`config.mk`:
```
export PLATFORM = sky130hd
export DESIGN_NAME = vcr_master_flat
export DESIGN_NICKNAME = d
export VERILOG_FILES = /design/src/rtl/vcr_pkg.sv /design/src/rtl/vcr_if.sv /design/src/rtl/vcr_strobe_timer.sv /design/src/rtl/vcr_master.sv /design/src/flat_wrapper.sv
export SDC_FILE = /design/constraint.sdc
export NUM_CORES = 1
export LEC_CHECK = 0
export BUFFER_PORTS_ARGS = -buffer_cell sky130_fd_sc_hd__clkbuf_2
export CORE_ASPECT_RATIO = 1.25
export CORE_UTILIZATION = 40
export DETAILED_ROUTE_END_ITERATION = 8
export SYNTH_ARGS = -nofsm -noshare
export SYNTH_HDL_FRONTEND = slang
export SYNTH_SLANG_ARGS = --single-unit
```
`constraint.sdc`:
```
create_clock -name IFCLK -period 3 [get_ports IFCLK]
set_input_delay 0.45 -clock IFCLK [delete_from_list [all_inputs] [get_ports IFCLK]]
set_output_delay 0.45 -clock IFCLK [all_outputs]
set_load 0.05 [all_outputs]
```
`src/rtl/vcr_pkg.sv`:
```
// Shared types and constants for the VCR byte-strobe master.
// Firmware and bench pick the register addresses up from here too.
package vcr_pkg;

  typedef enum logic [2:0] {
    ST_IDLE,
    ST_A_SETUP,
    ST_A_PULSE,
    ST_A_HOLD,
    ST_TURN,
    ST_D_SETUP,
    ST_D_PULSE,
    ST_D_HOLD
  } vcr_state_e;

  localparam int SETUP_CYC_DEF = 2;
  localparam int PULSE_CYC_DEF = 2;
  localparam int HOLD_CYC_DEF  = 2;
  localparam int TURN_CYC_DEF  = 2;

  localparam logic [7:0] VCR_ADDR_FIFO = 8'h01;
  localparam logic [7:0] VCR_ADDR_CTRL = 8'h8B;

  // Terminal phase-counter value for a phase lasting n cycles.
  function automatic logic [3:0] last_cyc(input int n);
    return 4'(n - 1);
  endfunction

endpackage

```
`src/rtl/vcr_if.sv`:
```
// Command/data/pin bundle of the VCR master; 'master' is the controller side,
// 'slave' the side that issues commands and models the FPGA pins.
interface vcr_if;
  logic       cmd_valid;
  logic       cmd_ready;
  logic       cmd_rd;
  logic [7:0] cmd_addr;
  logic [7:0] cmd_len;
  logic [7:0] wr_data;
  logic       wr_valid;
  logic       wr_ready;
  logic [7:0] rd_data;
  logic       rd_valid;
  logic [7:0] pc_in;
  logic [7:0] pc_out;
  logic       pc_oe;
  logic       PA0;
  logic       PA1;
  logic       PA7;
  logic       busy;

  modport master (
    input  cmd_valid, cmd_rd, cmd_addr, cmd_len, wr_data, wr_valid, pc_in,
    output cmd_ready, wr_ready, rd_data, rd_valid, pc_out, pc_oe, PA0, PA1, PA7, busy
  );

  modport slave (
    output cmd_valid, cmd_rd, cmd_addr, cmd_len, wr_data, wr_valid, pc_in,
    input  cmd_ready, wr_ready, rd_data, rd_valid, pc_out, pc_oe, PA0, PA1, PA7, busy
  );
endinterface

```
`src/rtl/vcr_strobe_timer.sv`:
```
// Phase counter for the strobe FSM: restarts on clr, advances on en,
// and flags the last cycle of each configurable phase.
module vcr_strobe_timer
  import vcr_pkg::*;
#(
  parameter int SETUP_CYC = SETUP_CYC_DEF,
  parameter int PULSE_CYC = PULSE_CYC_DEF,
  parameter int HOLD_CYC  = HOLD_CYC_DEF,
  parameter int TURN_CYC  = TURN_CYC_DEF
) (
  input  logic clk,
  input  logic rst_n,
  input  logic clr,
  input  logic en,
  output logic setup_done,
  output logic pulse_done,
  output logic hold_done,
  output logic turn_done
);

  localparam logic [3:0] SETUP_LAST = last_cyc(SETUP_CYC);
  localparam logic [3:0] PULSE_LAST = last_cyc(PULSE_CYC);
  localparam logic [3:0] HOLD_LAST  = last_cyc(HOLD_CYC);
  localparam logic [3:0] TURN_LAST  = last_cyc(TURN_CYC);

  logic [3:0] cnt_q, cnt_d;

  always_comb begin
    cnt_d = cnt_q;
    if (clr) begin
      cnt_d = 4'd0;
    end else if (en) begin
      cnt_d = cnt_q + 4'd1;
    end
  end

  always_ff @(posedge clk or negedge rst_n) begin
    if (!rst_n) begin
      cnt_q <= 4'd0;
    end else begin
      cnt_q <= cnt_d;
    end
  end

  assign setup_done = (cnt_q == SETUP_LAST);
  assign pulse_done = (cnt_q == PULSE_LAST);
  assign hold_done  = (cnt_q == HOLD_LAST);
  assign turn_done  = (cnt_q == TURN_LAST);

endmodule

```
`src/rtl/vcr_master.sv`:
```
// VCR bus master: address phase on PA0, data bursts on PA1, PA7 selects the
// FPGA-to-host direction with a turnaround phase around every read burst.
module vcr_master
  import vcr_pkg::*;
#(
  parameter int SETUP_CYC = SETUP_CYC_DEF,
  parameter int PULSE_CYC = PULSE_CYC_DEF,
  parameter int HOLD_CYC  = HOLD_CYC_DEF,
  parameter int TURN_CYC  = TURN_CYC_DEF
) (
  input logic   IFCLK,
  input logic   RESET_N,
  vcr_if.master bus
);

  vcr_state_e state_q, state_d;
  logic       rd_q, rd_d;
  logic [7:0] rem_q, rem_d;
  logic [7:0] pc_q, pc_d;
  logic [7:0] rd_data_q, rd_data_d;
  logic       rd_valid_q, rd_valid_d;
  logic       have_byte_q, have_byte_d;
  logic       pa0_q, pa0_d;
  logic       pa1_q, pa1_d;
  logic       pa7_q, pa7_d;
  logic       oe_q, oe_d;
  logic       cmd_ready_q, cmd_ready_d;

  logic wr_fire;
  logic in_addr, in_data;
  logic tmr_clr, tmr_en;
  logic setup_done, pulse_done, hold_done, turn_done;

  vcr_strobe_timer #(
    .SETUP_CYC (SETUP_CYC),
    .PULSE_CYC (PULSE_CYC),
    .HOLD_CYC  (HOLD_CYC),
    .TURN_CYC  (TURN_CYC)
  ) u_timer (
    .clk        (IFCLK),
    .rst_n      (RESET_N),
    .clr        (tmr_clr),
    .en         (tmr_en),
    .setup_done (setup_done),
    .pulse_done (pulse_done),
    .hold_done  (hold_done),
    .turn_done  (turn_done)
  );

  // A write byte is taken in the first D_SETUP cycle that sees wr_valid;
  // that cycle already counts as the first setup cycle.
  assign wr_fire = (state_q == ST_D_SETUP) && !rd_q && !have_byte_q && bus.wr_valid;

  always_comb begin
    state_d    = state_q;
    rd_d       = rd_q;
    rem_d      = rem_q;
    pc_d       = pc_q;
    rd_data_d  = rd_data_q;
    rd_valid_d = 1'b0;

    case (state_q)
      ST_IDLE: begin
        if (bus.cmd_valid && cmd_ready_q) begin
          state_d = ST_A_SETUP;
          rd_d    = bus.cmd_rd;
          pc_d    = bus.cmd_addr;
          rem_d   = bus.cmd_len;
        end
      end
      ST_A_SETUP: if (setup_done) state_d = ST_A_PULSE;
      ST_A_PULSE: if (pulse_done) state_d = ST_A_HOLD;
      ST_A_HOLD: begin
        if (hold_done) begin
          if (rem_q == 8'd0)  state_d = ST_IDLE;
          else if (rd_q)      state_d = ST_TURN;
          else                state_d = ST_D_SETUP;
        end
      end
      ST_TURN: begin
        if (turn_done) state_d = (rem_q == 8'd0) ? ST_IDLE : ST_D_SETUP;
      end
      ST_D_SETUP: begin
        if (rd_q) begin
          if (setup_done) begin
            rd_data_d  = bus.pc_in;
            rd_valid_d = 1'b1;
            state_d    = ST_D_PULSE;
          end
        end else begin
          if (wr_fire) pc_d = bus.wr_data;
          if ((have_byte_q || wr_fire) && setup_done) state_d = ST_D_PULSE;
        end
      end
      ST_D_PULSE: if (pulse_done) state_d = ST_D_HOLD;
      ST_D_HOLD: begin
        if (hold_done) begin
          rem_d = rem_q - 8'd1;
          if (rem_q != 8'd1) state_d = ST_D_SETUP;
          else if (rd_q)     state_d = ST_TURN;
          else               state_d = ST_IDLE;
        end
      end
      default: state_d = ST_IDLE;
    endcase

    // Pin controls derive from the next state so the flops line up with state_q.
    in_addr     = state_d inside {ST_A_SETUP, ST_A_PULSE, ST_A_HOLD};
    in_data     = state_d inside {ST_D_SETUP, ST_D_PULSE, ST_D_HOLD};
    pa0_d       = (state_d == ST_A_PULSE);
    pa1_d       = (state_d == ST_D_PULSE);
    pa7_d       = rd_d && (in_data || ((state_d == ST_TURN) && (rem_d != 8'd0)));
    oe_d        = in_addr || (in_data && !rd_d);
    have_byte_d = (state_d == ST_D_SETUP) && (have_byte_q || wr_fire);
    cmd_ready_d = (state_d == ST_IDLE);

    tmr_clr = (state_d != state_q);
    tmr_en  = !((state_q == ST_D_SETUP) && !rd_q && !have_byte_q && !bus.wr_valid);
  end

  always_ff @(posedge IFCLK or negedge RESET_N) begin
    if (!RESET_N) begin
      state_q     <= ST_IDLE;
      rd_q        <= 1'b0;
      rem_q       <= 8'd0;
      pc_q        <= 8'd0;
      rd_data_q   <= 8'd0;
      rd_valid_q  <= 1'b0;
      have_byte_q <= 1'b0;
      pa0_q       <= 1'b0;
      pa1_q       <= 1'b0;
      pa7_q       <= 1'b0;
      oe_q        <= 1'b0;
      cmd_ready_q <= 1'b0;
    end else begin
      state_q     <= state_d;
      rd_q        <= rd_d;
      rem_q       <= rem_d;
      pc_q        <= pc_d;
      rd_data_q   <= rd_data_d;
      rd_valid_q  <= rd_valid_d;
      have_byte_q <= have_byte_d;
      pa0_q       <= pa0_d;
      pa1_q       <= pa1_d;
      pa7_q       <= pa7_d;
      oe_q        <= oe_d;
      cmd_ready_q <= cmd_ready_d;
    end
  end

  assign bus.cmd_ready = cmd_ready_q;
  assign bus.wr_ready  = wr_fire;
  assign bus.rd_data   = rd_data_q;
  assign bus.rd_valid  = rd_valid_q;
  assign bus.pc_out    = wr_fire ? bus.wr_data : pc_q;
  assign bus.pc_oe     = oe_q;
  assign bus.PA0       = pa0_q;
  assign bus.PA1       = pa1_q;
  assign bus.PA7       = pa7_q;
  assign bus.busy      = (state_q != ST_IDLE);

endmodule

```
`src/flat_wrapper.sv`:
```
// flat-port wrapper written by rule: the top's interface ports become plain ports
module vcr_master_flat import vcr_pkg::*;
#(
  parameter int SETUP_CYC = SETUP_CYC_DEF,
  parameter int PULSE_CYC = PULSE_CYC_DEF,
  parameter int HOLD_CYC  = HOLD_CYC_DEF,
  parameter int TURN_CYC  = TURN_CYC_DEF
)
  (IFCLK, RESET_N, bus_cmd_valid, bus_cmd_rd, bus_cmd_addr, bus_cmd_len, bus_wr_data, bus_wr_valid, bus_pc_in, bus_cmd_ready, bus_wr_ready, bus_rd_data, bus_rd_valid, bus_pc_out, bus_pc_oe, bus_PA0, bus_PA1, bus_PA7, bus_busy);
  vcr_if bus_i ();
  input logic IFCLK;
  input logic RESET_N;
  input wire logic [$bits(bus_i.cmd_valid)-1:0] bus_cmd_valid;
  input wire logic [$bits(bus_i.cmd_rd)-1:0] bus_cmd_rd;
  input wire logic [$bits(bus_i.cmd_addr)-1:0] bus_cmd_addr;
  input wire logic [$bits(bus_i.cmd_len)-1:0] bus_cmd_len;
  input wire logic [$bits(bus_i.wr_data)-1:0] bus_wr_data;
  input wire logic [$bits(bus_i.wr_valid)-1:0] bus_wr_valid;
  input wire logic [$bits(bus_i.pc_in)-1:0] bus_pc_in;
  output wire logic [$bits(bus_i.cmd_ready)-1:0] bus_cmd_ready;
  output wire logic [$bits(bus_i.wr_ready)-1:0] bus_wr_ready;
  output wire logic [$bits(bus_i.rd_data)-1:0] bus_rd_data;
  output wire logic [$bits(bus_i.rd_valid)-1:0] bus_rd_valid;
  output wire logic [$bits(bus_i.pc_out)-1:0] bus_pc_out;
  output wire logic [$bits(bus_i.pc_oe)-1:0] bus_pc_oe;
  output wire logic [$bits(bus_i.PA0)-1:0] bus_PA0;
  output wire logic [$bits(bus_i.PA1)-1:0] bus_PA1;
  output wire logic [$bits(bus_i.PA7)-1:0] bus_PA7;
  output wire logic [$bits(bus_i.busy)-1:0] bus_busy;
  assign bus_i.cmd_valid = bus_cmd_valid;
  assign bus_i.cmd_rd = bus_cmd_rd;
  assign bus_i.cmd_addr = bus_cmd_addr;
  assign bus_i.cmd_len = bus_cmd_len;
  assign bus_i.wr_data = bus_wr_data;
  assign bus_i.wr_valid = bus_wr_valid;
  assign bus_i.pc_in = bus_pc_in;
  assign bus_cmd_ready = bus_i.cmd_ready;
  assign bus_wr_ready = bus_i.wr_ready;
  assign bus_rd_data = bus_i.rd_data;
  assign bus_rd_valid = bus_i.rd_valid;
  assign bus_pc_out = bus_i.pc_out;
  assign bus_pc_oe = bus_i.pc_oe;
  assign bus_PA0 = bus_i.PA0;
  assign bus_PA1 = bus_i.PA1;
  assign bus_PA7 = bus_i.PA7;
  assign bus_busy = bus_i.busy;
  vcr_master #(.SETUP_CYC(SETUP_CYC), .PULSE_CYC(PULSE_CYC), .HOLD_CYC(HOLD_CYC), .TURN_CYC(TURN_CYC)) u_core (.IFCLK(IFCLK), .RESET_N(RESET_N), .bus(bus_i));
endmodule
```
==> metrics.md <==
| Metric | Value |
|---|---|
| Status | `complete, no violations` |
| Area growth, synth to finish | `24.39%` |
| DRT iter0 DRCs | `97` |
| Highest metal layer with signal wires | `met4` |
| Vias in the first global route | `between 1,500 and 2,000` |
| Setup crit start kind | `flip-flop` |
| Hold WS | `about 300 ps` |
| Internal power | `roughly 1.4 mW` |
| Max capacitance violation total | `0` |
| Drt drc | `0` |
| Slew Limit Fails | `0` |
| Register area | `975.9 µm²` |
| Layout fillers | `roughly 500` |
| Most frequent cells in the layout | `nand2_1, clkbuf_2, dfrtp_1` |
| GRT Overall Usage | `between 10% and 20%` |
| Rows | `29` |
| Post-route clock period utilization | `81.94%` |
| TNS Setup | `0 ps` |
| Htree depth | `2` |
| WL met3 | `about 160 µm` |
| Clock Latency Late Sink | `290 ps` |
| EDFF count, synth | `0` |
| Leakage power | `roughly 1.3 nW` |
| Main flop type after synthesis | `dfrtp_1` |
| Mapped Area | `between 0.002 and 0.0025 mm²` |
| Clock share of power | `19.9%` |
| Root buf cell | `clkbuf_8` |
| Final hold vios | `0` |
| Synthesized instance count | `240` |
| Critical path capture point type | `flip-flop` |
| Antenna violations before repair | `0` |
| Core area | `a little over 0.005 mm²` |
| CP Max Fanout | `14` |
| First-pass GRT wire length | `8.031 mm` |
| CP max-delay cell | `dfrtp_1` |
| Post-synth cell types | `51` |
| Vias | `between 1,500 and 2,000` |
| Async S/R FF share, synth | `100.0%` |
| Detail Route met2 WL | `around 2.2 mm` |
| Avg WL per Cell | `~13 µm` |
| WL met1 | `2.232 mm` |
| I/O pin count | `slightly above 60` |
| Drt pass-1 iters | `4` |
| Multi-input gate area | `around 0.0010 mm²` |
| CTS resizes | `0` |
| Min-Delay Path Class | `in -> async` |
| IR drop worst, VDD | `just under 400 µV` |
| Avg Inst Size Synth | `between 8 and 9 µm²` |
| Critical path type | `reg -> reg` |
| Post-CTS setup buffers | `0` |
| Slew HR | `between 30% and 40%` |
| GR Overflow Total | `0` |
| Achievable Freq | `0.4068 GHz` |
| P per Cell Area | `just under 1000 mW/mm²` |
| Detailed placement HPWL | `~3.5 mm` |
| Least-Margin Pin Slew | `about 950 ps` |
| # hold bufs at CTS | `0` |
| Switching Power | `1.173 mW` |
| Yosys warns | `0` |
| Yosys reg bits | `39` |
| Worst Path Required | `around 3200 ps` |
| Layout Skew | `5.415 ps` |
| Clock Sinks | `39` |
| Die width | `66.86 µm` |
| CP Cell Sequence | `nand3_1 -> or4_1 -> o211ai_1 -> o311ai_0 -> nor4_1 -> a41oi_1` |
| Commonest non-fill, non-tap cell in the layout | `nand2_1` |
| CP arrival | `2610 ps` |
| Pre-CTS WS | `slightly above 600 ps` |
| Comb power frac | `49.1%` |
| Vias per cell | `a little over 5` |
| Starting Density | `a little over 40%` |
| Gpl congestion | `between 0.8 and 0.9` |
| ANT nets after route | `0` |
| Seq/Total Area, Yosys | `between 40% and 50%` |
| Setup WS post-layout | `541.8 ps` |
| ANT cells | `0` |
| Post-route cell area | `about 0.0026 mm²` |
| Synthesized Nets | `roughly 280` |
| CTS tree | `done` |
| Largest net degree at the start of global routing | `40` |
| Largest stage delay, worst path | `~600 ps` |
| RSZ-0062 raised after global routing | `false` |
| Sequential share of power | `a little under a third` |
| Final wirelength | `approximately 4.7 mm` |
| Share of cells above drive strength 1 | `roughly 28%` |
| Dpl cell area | `roughly 0.0025 mm²` |
| Final worst path period need | `approximately 2500 ps` |
| Final net count | `approximately 350` |
| Clock tree buffer depth | `2` |
| Final Setup Violations | `0` |
| Die Height | `about 83 µm` |
| Sw Ratio | `a little under half` |
| CTS clk-pin slew, worst paths | `roughly 70 ps` |
| Die ar. | `between 0.005 and 0.006 mm²` |
| CTS buffer count | `5` |
| Port Buf Inserts | `60` |
-- kinds of logic after synthesis --
family / share of synthesized area (%)
DFF: 46.40
xor gates and xnor gates: 1.249
buffers and inverters: 3.986
and+or+nand+nor: 27.66
muxes: 0.9519
adders and majority gates: 2.974
AOI/OAI and AO/OA: 16.78
-- synth_stat cells (2+ instances only) --
library cell,number,share of area [%]
a21oi_2,2,0.83
nor2_1,20,3.6
o21ai_0,5,1.2
dfrtp_1,39,46
nor4_1,2,0.59
nand3_1,8,1.9
a21oi_1,13,3.1
o211ai_1,5,1.8
and3_1,2,0.59
o21ai_2,2,0.83
o22ai_1,8,2.4
nand2_1,64,11
clkinv_1,2,0.36
nor3_1,3,0.71
nand2b_1,2,0.59
ha_1,5,3.0
or3_1,2,0.59
clkbuf_1,5,0.89
mux2i_1,2,0.95
nand3b_1,3,1.1
or4_4,3,1.6
o41ai_1,2,0.83
xor2_1,2,0.83
nand4_1,3,0.89
inv_1,10,1.8
-- final timing paths --
kind                                  startpoint                     to  slack [ps]  cells after the start
max reg2reg                    u_core.state_q[1]         u_core.bus.PA7         540                      6
max in group asynchronous                RESET_N         u_core.pc_q[4]        2120                      1
max                            u_core.state_q[1]         u_core.bus.PA7         540                      6
min reg2reg                u_core.bus.rd_data[1]  u_core.bus.rd_data[1]         480                      2
min in group IFCLK                  bus_pc_in[7]  u_core.bus.rd_data[7]         340                      3
min                                      RESET_N         u_core.pc_q[5]         300                      1
-- per-layer routing --
metal | vias up | GRT usage (%)
met5 | - | 0
met4 | 0 | 5.416
met3 | 5 | 3.846
met2 | 34 | 29.02
met1 | 883 | 25.92
li1 | 977 | -
-- worst max-delay path: cells and delay by family (launching register included) --
family          cells  cell delay (ps)
simple gates        3             1190
compound gates      3              550
flops               1              590
-- final cells by class --
type / count / share of cell area (%)
Multi-Input combinational cell: 181 / 39.89
Timing Repair Buffer: 65 / 12.91
Clock inverter: 2 / 2.296
Inverter: 13 / 1.865
Tap cell: 62 / 2.965
Clock buffer: 6 / 2.774
Sequential cell: 39 / 37.30
-- flip-flops by register name (all words and copies together) (netlist names) --
name and flops:
u_core.bus.rd_valid 1, u_core.rem_q 8, u_core.bus.PA0 1, u_core.bus.cmd_ready 1
u_core.rd_q 1, u_core.state_q 3, u_core.bus.pc_oe 1, u_core.have_byte_q 1
u_core.bus.rd_data 8, u_core.u_timer.cnt_q 4, u_core.bus.PA7 1, u_core.pc_q 8
u_core.bus.PA1 1
-- power groups by stage --
| stage | Sequential [mW] | Clock, mW | Combinational (mW) |
|---|---|---|---|
| 2_1_floorplan | 0.794 | 0 | 0.992 |
| 3_3_place_gp | 0.806 | 0 | 1.28 |
| 3_5_place_dp | 0.809 | 0 | 1.28 |
| 4_1_cts | 0.801 | 0.527 | 1.28 |
| 5_1_grt | 0.827 | 0.553 | 1.41 |
| 6_report | 0.805 | 0.516 | 1.28 |
-- through the flow --
stage	utilization (%)	cells	power (mW)
2_1_floorplan	-	240	1.786
3_3_place_gp	48.89	360	2.090
3_5_place_dp	48.89	360	2.090
4_1_cts	51.50	368	2.612
5_1_grt	51.50	368	2.794
6_report	51.50	368	2.596
(Power assumes the default switching activity.)
